==> src/rtl/muldiv_pkg.sv <==
// rtl/muldiv_pkg.sv - op/state encodings and op-class helpers shared by muldiv_unit
package muldiv_pkg;

  // funct3 order: bit 2 picks the divide family, bits 1:0 pick the variant
  typedef enum logic [2:0] {
    OP_MUL    = 3'b000,
    OP_MULH   = 3'b001,
    OP_MULHSU = 3'b010,
    OP_MULHU  = 3'b011,
    OP_DIV    = 3'b100,
    OP_DIVU   = 3'b101,
    OP_REM    = 3'b110,
    OP_REMU   = 3'b111
  } muldiv_op_e;

  typedef enum logic [1:0] {
    IDLE = 2'd0,
    CALC = 2'd1,
    DONE = 2'd2
  } muldiv_state_e;

  localparam int OP_CLASS_BIT = 2;  // 1: divide/remainder, 0: multiply
  localparam int OP_REM_BIT   = 1;  // within the divide family, 1: remainder

  function automatic logic op_is_div(input muldiv_op_e op);
    logic [2:0] v;
    v = op;
    return v[OP_CLASS_BIT];
  endfunction

  function automatic logic op_is_rem(input muldiv_op_e op);
    logic [2:0] v;
    v = op;
    return v[OP_CLASS_BIT] & v[OP_REM_BIT];
  endfunction

  function automatic logic op_is_signed_div(input muldiv_op_e op);
    return (op == OP_DIV) || (op == OP_REM);
  endfunction

  function automatic logic op_a_signed(input muldiv_op_e op);
    return (op == OP_MULH) || (op == OP_MULHSU) || (op == OP_DIV) || (op == OP_REM);
  endfunction

  function automatic logic op_b_signed(input muldiv_op_e op);
    return (op == OP_MULH) || (op == OP_DIV) || (op == OP_REM);
  endfunction

endpackage

==> src/rtl/muldiv_div_step.sv <==
// rtl/muldiv_div_step.sv - one combinational restoring-division iteration
module muldiv_div_step #(
  parameter int WIDTH = 32
) (
  input  logic [WIDTH-1:0] rem,
  input  logic [WIDTH-1:0] divisor,
  input  logic             dividend_bit,
  output logic [WIDTH-1:0] rem_next,
  output logic             q_bit
);

  logic [WIDTH:0] shifted;
  logic [WIDTH:0] diff;

  // Shift in the next dividend bit and trial-subtract. rem < divisor holds on
  // entry, so the (WIDTH+1)-bit difference's top bit is a clean borrow flag.
  always_comb begin
    shifted  = {rem, dividend_bit};
    diff     = shifted - {1'b0, divisor};
    q_bit    = ~diff[WIDTH];
    rem_next = q_bit ? diff[WIDTH-1:0] : shifted[WIDTH-1:0];
  end

endmodule

==> src/rtl/muldiv_unit.sv <==
// rtl/muldiv_unit.sv - iterative RV32M multiply/divide unit; MULDIV_FAST_MUL_EN selects single-cycle multiply
module muldiv_unit
  import muldiv_pkg::*;
#(
  parameter int WIDTH = 32
) (
  input  logic             i_clk,
  input  logic             i_rst_n,
  input  logic             i_valid,
  output logic             o_ready,
  input  logic [2:0]       i_op,
  input  logic [WIDTH-1:0] i_operand_a,
  input  logic [WIDTH-1:0] i_operand_b,
  input  logic             i_flush,
  output logic             o_valid,
  input  logic             i_ready,
  output logic [WIDTH-1:0] o_result
);

  localparam int CW = $clog2(WIDTH);
  localparam logic [WIDTH-1:0] MOST_NEG = {1'b1, {(WIDTH-1){1'b0}}};

  muldiv_state_e    state;
  muldiv_op_e       op_q;
  muldiv_op_e       op_in;
  logic [CW-1:0]    count;
  logic             neg_q;
  // acc_hi: product high half / partial remainder
  // acc_lo: multiplier being consumed / dividend shifting out, quotient shifting in
  // opnd:   multiplicand magnitude / divisor magnitude
  logic [WIDTH-1:0] acc_hi;
  logic [WIDTH-1:0] acc_lo;
  logic [WIDTH-1:0] opnd;

  logic             a_neg;
  logic             b_neg;
  logic             res_neg;
  logic [WIDTH-1:0] mag_a;
  logic [WIDTH-1:0] mag_b;
  logic             early_hit;
  logic [WIDTH-1:0] early_res;

  logic [WIDTH:0]     mul_sum;
  logic [WIDTH-1:0]   div_rem;
  logic               div_qbit;
  logic [WIDTH-1:0]   hi_next;
  logic [WIDTH-1:0]   lo_next;
  logic [2*WIDTH-1:0] prod_signed;
  logic [WIDTH-1:0]   final_res;

  assign op_in   = muldiv_op_e'(i_op);
  assign o_ready = (state == IDLE);

  muldiv_div_step #(.WIDTH(WIDTH)) u_div_step (
    .rem          (acc_hi),
    .divisor      (opnd),
    .dividend_bit (acc_lo[WIDTH-1]),
    .rem_next     (div_rem),
    .q_bit        (div_qbit)
  );

  // Operand magnitudes, result sign and early-completion results at accept time
  always_comb begin
    a_neg     = op_a_signed(op_in) & i_operand_a[WIDTH-1];
    b_neg     = op_b_signed(op_in) & i_operand_b[WIDTH-1];
    mag_a     = a_neg ? -i_operand_a : i_operand_a;
    mag_b     = b_neg ? -i_operand_b : i_operand_b;
    // remainder follows the dividend; everything else is sign(a) xor sign(b)
    res_neg   = (op_in == OP_REM) ? a_neg : (a_neg ^ b_neg);
    early_hit = 1'b0;
    early_res = '0;
    if (op_is_div(op_in)) begin
      if (i_operand_b == '0) begin
        early_hit = 1'b1;
        early_res = op_is_rem(op_in) ? i_operand_a : '1;
      end else if (op_is_signed_div(op_in) && (i_operand_a == MOST_NEG) && (i_operand_b == '1)) begin
        early_hit = 1'b1;
        early_res = op_is_rem(op_in) ? '0 : i_operand_a;
      end
    end
`ifdef MULDIV_FAST_MUL_EN
    else begin
      logic [2*WIDTH-1:0] fast_prod;
      fast_prod = {{WIDTH{1'b0}}, mag_a} * {{WIDTH{1'b0}}, mag_b};
      if (res_neg) fast_prod = -fast_prod;
      early_hit = 1'b1;
      early_res = (op_in == OP_MUL) ? fast_prod[WIDTH-1:0] : fast_prod[2*WIDTH-1:WIDTH];
    end
`endif
  end

  // One shift-add or restoring step, plus the sign-corrected result of the last step
  always_comb begin
    mul_sum = {1'b0, acc_hi} + (acc_lo[0] ? {1'b0, opnd} : '0);
    if (op_is_div(op_q)) begin
      hi_next = div_rem;
      lo_next = {acc_lo[WIDTH-2:0], div_qbit};
    end else begin
      hi_next = mul_sum[WIDTH:1];
      lo_next = {mul_sum[0], acc_lo[WIDTH-1:1]};
    end
    prod_signed = neg_q ? -{hi_next, lo_next} : {hi_next, lo_next};
    case (op_q)
      OP_MUL:                      final_res = prod_signed[WIDTH-1:0];
      OP_MULH, OP_MULHSU, OP_MULHU: final_res = prod_signed[2*WIDTH-1:WIDTH];
      OP_DIV, OP_DIVU:             final_res = neg_q ? -lo_next : lo_next;
      default:                     final_res = neg_q ? -hi_next : hi_next;
    endcase
  end

  // Control FSM with datapath registers; flush overrides every transition
  always_ff @(posedge i_clk or negedge i_rst_n) begin
    if (!i_rst_n) begin
      state    <= IDLE;
      op_q     <= OP_MUL;
      count    <= '0;
      neg_q    <= 1'b0;
      acc_hi   <= '0;
      acc_lo   <= '0;
      opnd     <= '0;
      o_valid  <= 1'b0;
      o_result <= '0;
    end else if (i_flush) begin
      state   <= IDLE;
      count   <= '0;
      o_valid <= 1'b0;
    end else begin
      case (state)
        IDLE: begin
          if (i_valid) begin
            op_q  <= op_in;
            neg_q <= res_neg;
            if (early_hit) begin
              o_result <= early_res;
              o_valid  <= 1'b1;
              state    <= DONE;
            end else begin
              acc_hi <= '0;
              acc_lo <= op_is_div(op_in) ? mag_a : mag_b;
              opnd   <= op_is_div(op_in) ? mag_b : mag_a;
              count  <= CW'(WIDTH - 1);
              state  <= CALC;
            end
          end
        end
        CALC: begin
          acc_hi <= hi_next;
          acc_lo <= lo_next;
          if (count == '0) begin
            o_result <= final_res;
            o_valid  <= 1'b1;
            state    <= DONE;
          end else begin
            count <= count - CW'(1);
          end
        end
        DONE: begin
          if (i_ready) begin
            o_valid <= 1'b0;
            state   <= IDLE;
          end
        end
        default: state <= IDLE;
      endcase
    end
  end

endmodule

==> config.mk <==
export PLATFORM = sky130hd
export DESIGN_NAME = muldiv_unit
export DESIGN_NICKNAME = d
export VERILOG_FILES = /design/src/rtl/muldiv_pkg.sv /design/src/rtl/muldiv_div_step.sv /design/src/rtl/muldiv_unit.sv
export SDC_FILE = /design/constraint.sdc
export NUM_CORES = 1
export LEC_CHECK = 0
export BUFFER_PORTS_ARGS = -buffer_cell sky130_fd_sc_hd__clkbuf_2
export CORE_UTILIZATION = 40
export CTS_BUF_LIST = sky130_fd_sc_hd__clkbuf_4
export CTS_CLUSTER_SIZE = 10
export DETAILED_ROUTE_END_ITERATION = 8
export PLACE_DENSITY_LB_ADDON = 0.1
export SYNTH_ARGS = -nofsm -noshare
export SYNTH_HDL_FRONTEND = slang
export SYNTH_SLANG_ARGS = --single-unit
export TNS_END_PERCENT = 20
==> constraint.sdc <==
create_clock -name i_clk -period 6.2 [get_ports i_clk]
set_input_delay 0 -clock i_clk [delete_from_list [all_inputs] [get_ports i_clk]]
set_output_delay 0 -clock i_clk [all_outputs]
set_load 0.01 [all_outputs]
==> summary.txt <==
Timing
  • Minimum clock period: between 5000 and 6000 ps
  • Worst Max-Slew Pin Slew: 1191 ps
  • Worst slew margin: 20.43%
  • Worst Skew: 21.46 ps
  • Hold Violations, Final: 0
  • RSZ-0062 raised after global routing: false
  • Final Max Slew Viols: 0
  • Worst hold margin: about 52 ps
  • Final setup vio count: 0
  • FMAX: around 170 MHz
  • Final worst-path cycle share: 95.09%
  • Setup TNS: 0 ps

Routing
  • Avg WL per Cell: 25.00 µm
  • Vias per cell: 6.226
  • Vias: 18,050
  • Drt drc: 0
  • Initial DRC Count: approximately 1,900
  • Final wirelength: approximately 72,000 µm
  • DR pass1 iterations: 8
  • Final ANT Viol Nets: 0

Clock tree
  • Clock transition at path regs: 130 ps
  • H-tree levels: 4
  • Sink Count: 140
  • Post-CTS setup buffers: 0
  • Clock Latency Late Sink: between 600 and 700 ps
  • Clock root buffer master: clkbuf_4
  • Clock Tree Buf Depth: 2
  • CTS tree: built
  • Inserted Clock Buffers: 17

Yosys
  • Syn_nets: 2,396
  • Post-synth EDFFs: 0
  • Top FF cell, synth: dfrtp_1
  • Synth Warn #: 0
  • Cell count after synthesis: 2,248
  • Synthesis-stage register bit count: 140
  • Seq/Total Area, Yosys: 21.60%
  • Synthesized cell area: between 0.015 and 0.02 mm²
  • Async S/R FF share, synth: 100.0%
  • Avg Cell Area, Syn: between 7 and 8 µm²
  • Yosys cell types: 105

Cells and area
  • Area growth, synth to finish: 12.64%
  • Share of cells above drive strength 1: a little over a tenth
  • Nets: 2,509

Floorplanning
  • Core ar.: 0.03982 mm²
  • Initial Util: 40.73%
  • I/O pins: 106
  • Die X: 203.4 µm
  • Row cnt: 73
  • Die area: 0.04136 mm²
  • Die height: a little over 200 µm

Critical path
  • CP Max Fanout: 23
  • Crit Path Class: flip-flop to flip-flop
  • CP Capture Type: flip-flop
  • Worst EP required: around 6800 ps
  • Max stage delay on crit path: between 600 and 700 ps
  • Critical Path AT: 6470 ps
  • Most numerous cell on the critical path: inv_1
  • Critical Path, Cell by Cell: inv_1, ha_1, inv_1, fa_1, a211oi_2, nor3_1, o21ai_1, a21bo_2, nand3_2, a21oi_1, o31a_1, nand3_1, or4_4, o31ai_1, xnor2_1, o221ai_1, a221o_1
  • Element type at the critical path start: flip-flop
  • Slowest cell on crit path: or4_4
  • FF-to-FF setup slack: 300 ps

Global route
  • Global-route wire length before repair: 108,500 µm
  • Vias in the first global route: 16,880
  • GR Overflow Total: 0
  • Largest net degree at the start of global routing: 91
  • Total global-route track usage: roughly a third
  • Initial antenna violation count: 2

Status
  • Status: finished clean

Job
  • Max-Cap Viols: 0

Pwr
  • Peak supply drop: 262.1 µV
  • P_leak: 0.007621 µW
  • PwrDens: 609.6 mW/mm²

Placed design
  • IO Port Bufs: 105
  • Hpwl dp: 55,890 µm
  • GP Congestion: 1.056

Worst hold path
  • Worst hold path type: input port to flip-flop
[synthesized netlist by cell type, types with 41 or more instances]
| cell | instances | area [µm²] |
|---|---|---|
| nand2_1 | 297 | 1115 |
| o21ai_0 | 246 | 1231 |
| nor2_1 | 201 | 754.5 |
| a21oi_1 | 187 | 935.9 |
| dfrtp_1 | 140 | 3503 |
| xnor2_1 | 107 | 937.2 |
| clkbuf_1 | 96 | 360.4 |
| ha_1 | 74 | 925.9 |
| xor2_1 | 72 | 630.6 |
| inv_1 | 68 | 255.2 |
| nand3_1 | 56 | 280.3 |
| nor3_1 | 56 | 280.3 |
| o31ai_1 | 53 | 397.9 |
| and2_1 | 41 | 256.5 |
[final timing paths]
| kind | depth (start not counted) | to | start |
|---|---|---|---|
| hold reg to reg | 2 | o_result[12] | o_result[12] |
| setup / recovery | 17 | o_result[27] | acc_lo[31] |
| max in group asynchronous | 4 | op_q[2] | i_rst_n |
| setup reg to reg | 17 | o_result[27] | acc_lo[31] |
| hold / removal | 6 | acc_lo[28] | i_operand_b[28] |
| min in group asynchronous | 4 | opnd[19] | i_rst_n |
[report_power, final]
part | internal (µW) | switching [µW] | total [µW]
sequential | 1310 | 476 | 1780
clock | 188 | 399 | 587
combinational | 3000 | 5770 | 8770
total | 4500 | 6640 | 11100
[flip-flops by register name (all words and copies together) (netlist names)]
| signal | count |
|---|---|
| o_result | 32 |
| opnd | 32 |
| state | 2 |
| neg_q | 1 |
| acc_lo | 32 |
| acc_hi | 32 |
| o_valid | 1 |
| op_q | 3 |
| count | 5 |
[per-layer routing]
layer,up-vias,GRT usage (%),wire (µm)
met5,-,0,0
met1,8695,46.53,31120
li1,8412,-,-
met2,795,55.27,32620
met3,147,6.312,5292
met4,0,16.11,3433
[what timing repair did]
item	in CTS	in global routing
hold buffers	81	0
endpoints found under the setup margin	0	8
hold endpoints to repair	235	0
gates resized for setup	0	3
[cells in the final DEF, fill, tap and decap left out, types with 14 or more instances in the layout]
master,synthesis,layout
a31oi_1,32,32
a211oi_1,25,25
dfrtp_1,140,138
a21oi_1,187,187
mux2i_1,38,38
nand3_1,56,55
o21ai_0,246,246
and2_1,41,41
o21a_1,16,16
or3_1,14,14
o211ai_1,21,21
a21o_1,27,27
nor3_1,56,55
inv_1,68,68
nor4_1,18,17
xor2_1,72,72
a221oi_1,15,15
clkbuf_2,0,103
o21ai_1,15,15
dlygate4sd3_1,0,80
xnor2_1,107,107
buf_4,2,49
nand4_1,27,27
clkbuf_4,0,18
ha_1,74,73
nand2_1,297,297
nor2_1,201,200
o31ai_1,53,52
[metrics by stage]
stage               util (%)  worst slack (ps)  cell area [µm²]  power, µW  instances
finish                 45.88             304.2            18270      11140       2899
global route           45.88             41.63            18270      11870       2899
CTS                    45.82             196.5            18250      10910       2896
detailed placement     43.22             261.7            17210      10230       2786
global placement       43.22             356.2            17210      10200       2786
floorplan                  -             931.8            16220       7449       2248
[logic make-up (layout without fill, tap and decap cells)]
group	count (synthesis)	after routing	synth area share, %
and+or+nand+nor	803	803	23.12
DFF	140	140	21.60
xor gates and xnor gates	179	179	9.664
buffers and inverters	211	334	5.330
AOI/OAI and AO/OA	790	790	31.22
other	0	3	0
adders and majority gates	76	76	5.955
muxes	49	49	3.124
[critical path, delay by kind of cell, from the launching register on]
| family | cells | cell delay [ps] |
|---|---|---|
| AND/OR/NAND/NOR | 4 | 1680 |
| XOR/XNOR | 1 | 180 |
| AO/OA/AOI/OAI | 8 | 2740 |
| buffers and inverters | 2 | 150 |
| adder cells (fa/ha/maj) | 2 | 610 |
| flip-flops | 1 | 420 |
[area by class of cell]
class	instances	area (µm²)
Clock buffer	18	135.1
Inverter	71	266.5
Clock inverter	11	82.58
Fill cell	4216	21550
Multi-Input combinational cell	1897	11900
Sequential cell	140	3508
Timing Repair Buffer	234	1715
Antenna cell	3	7.507
Tap cell	525	656.9
Power figures use the tool's default switching activity.
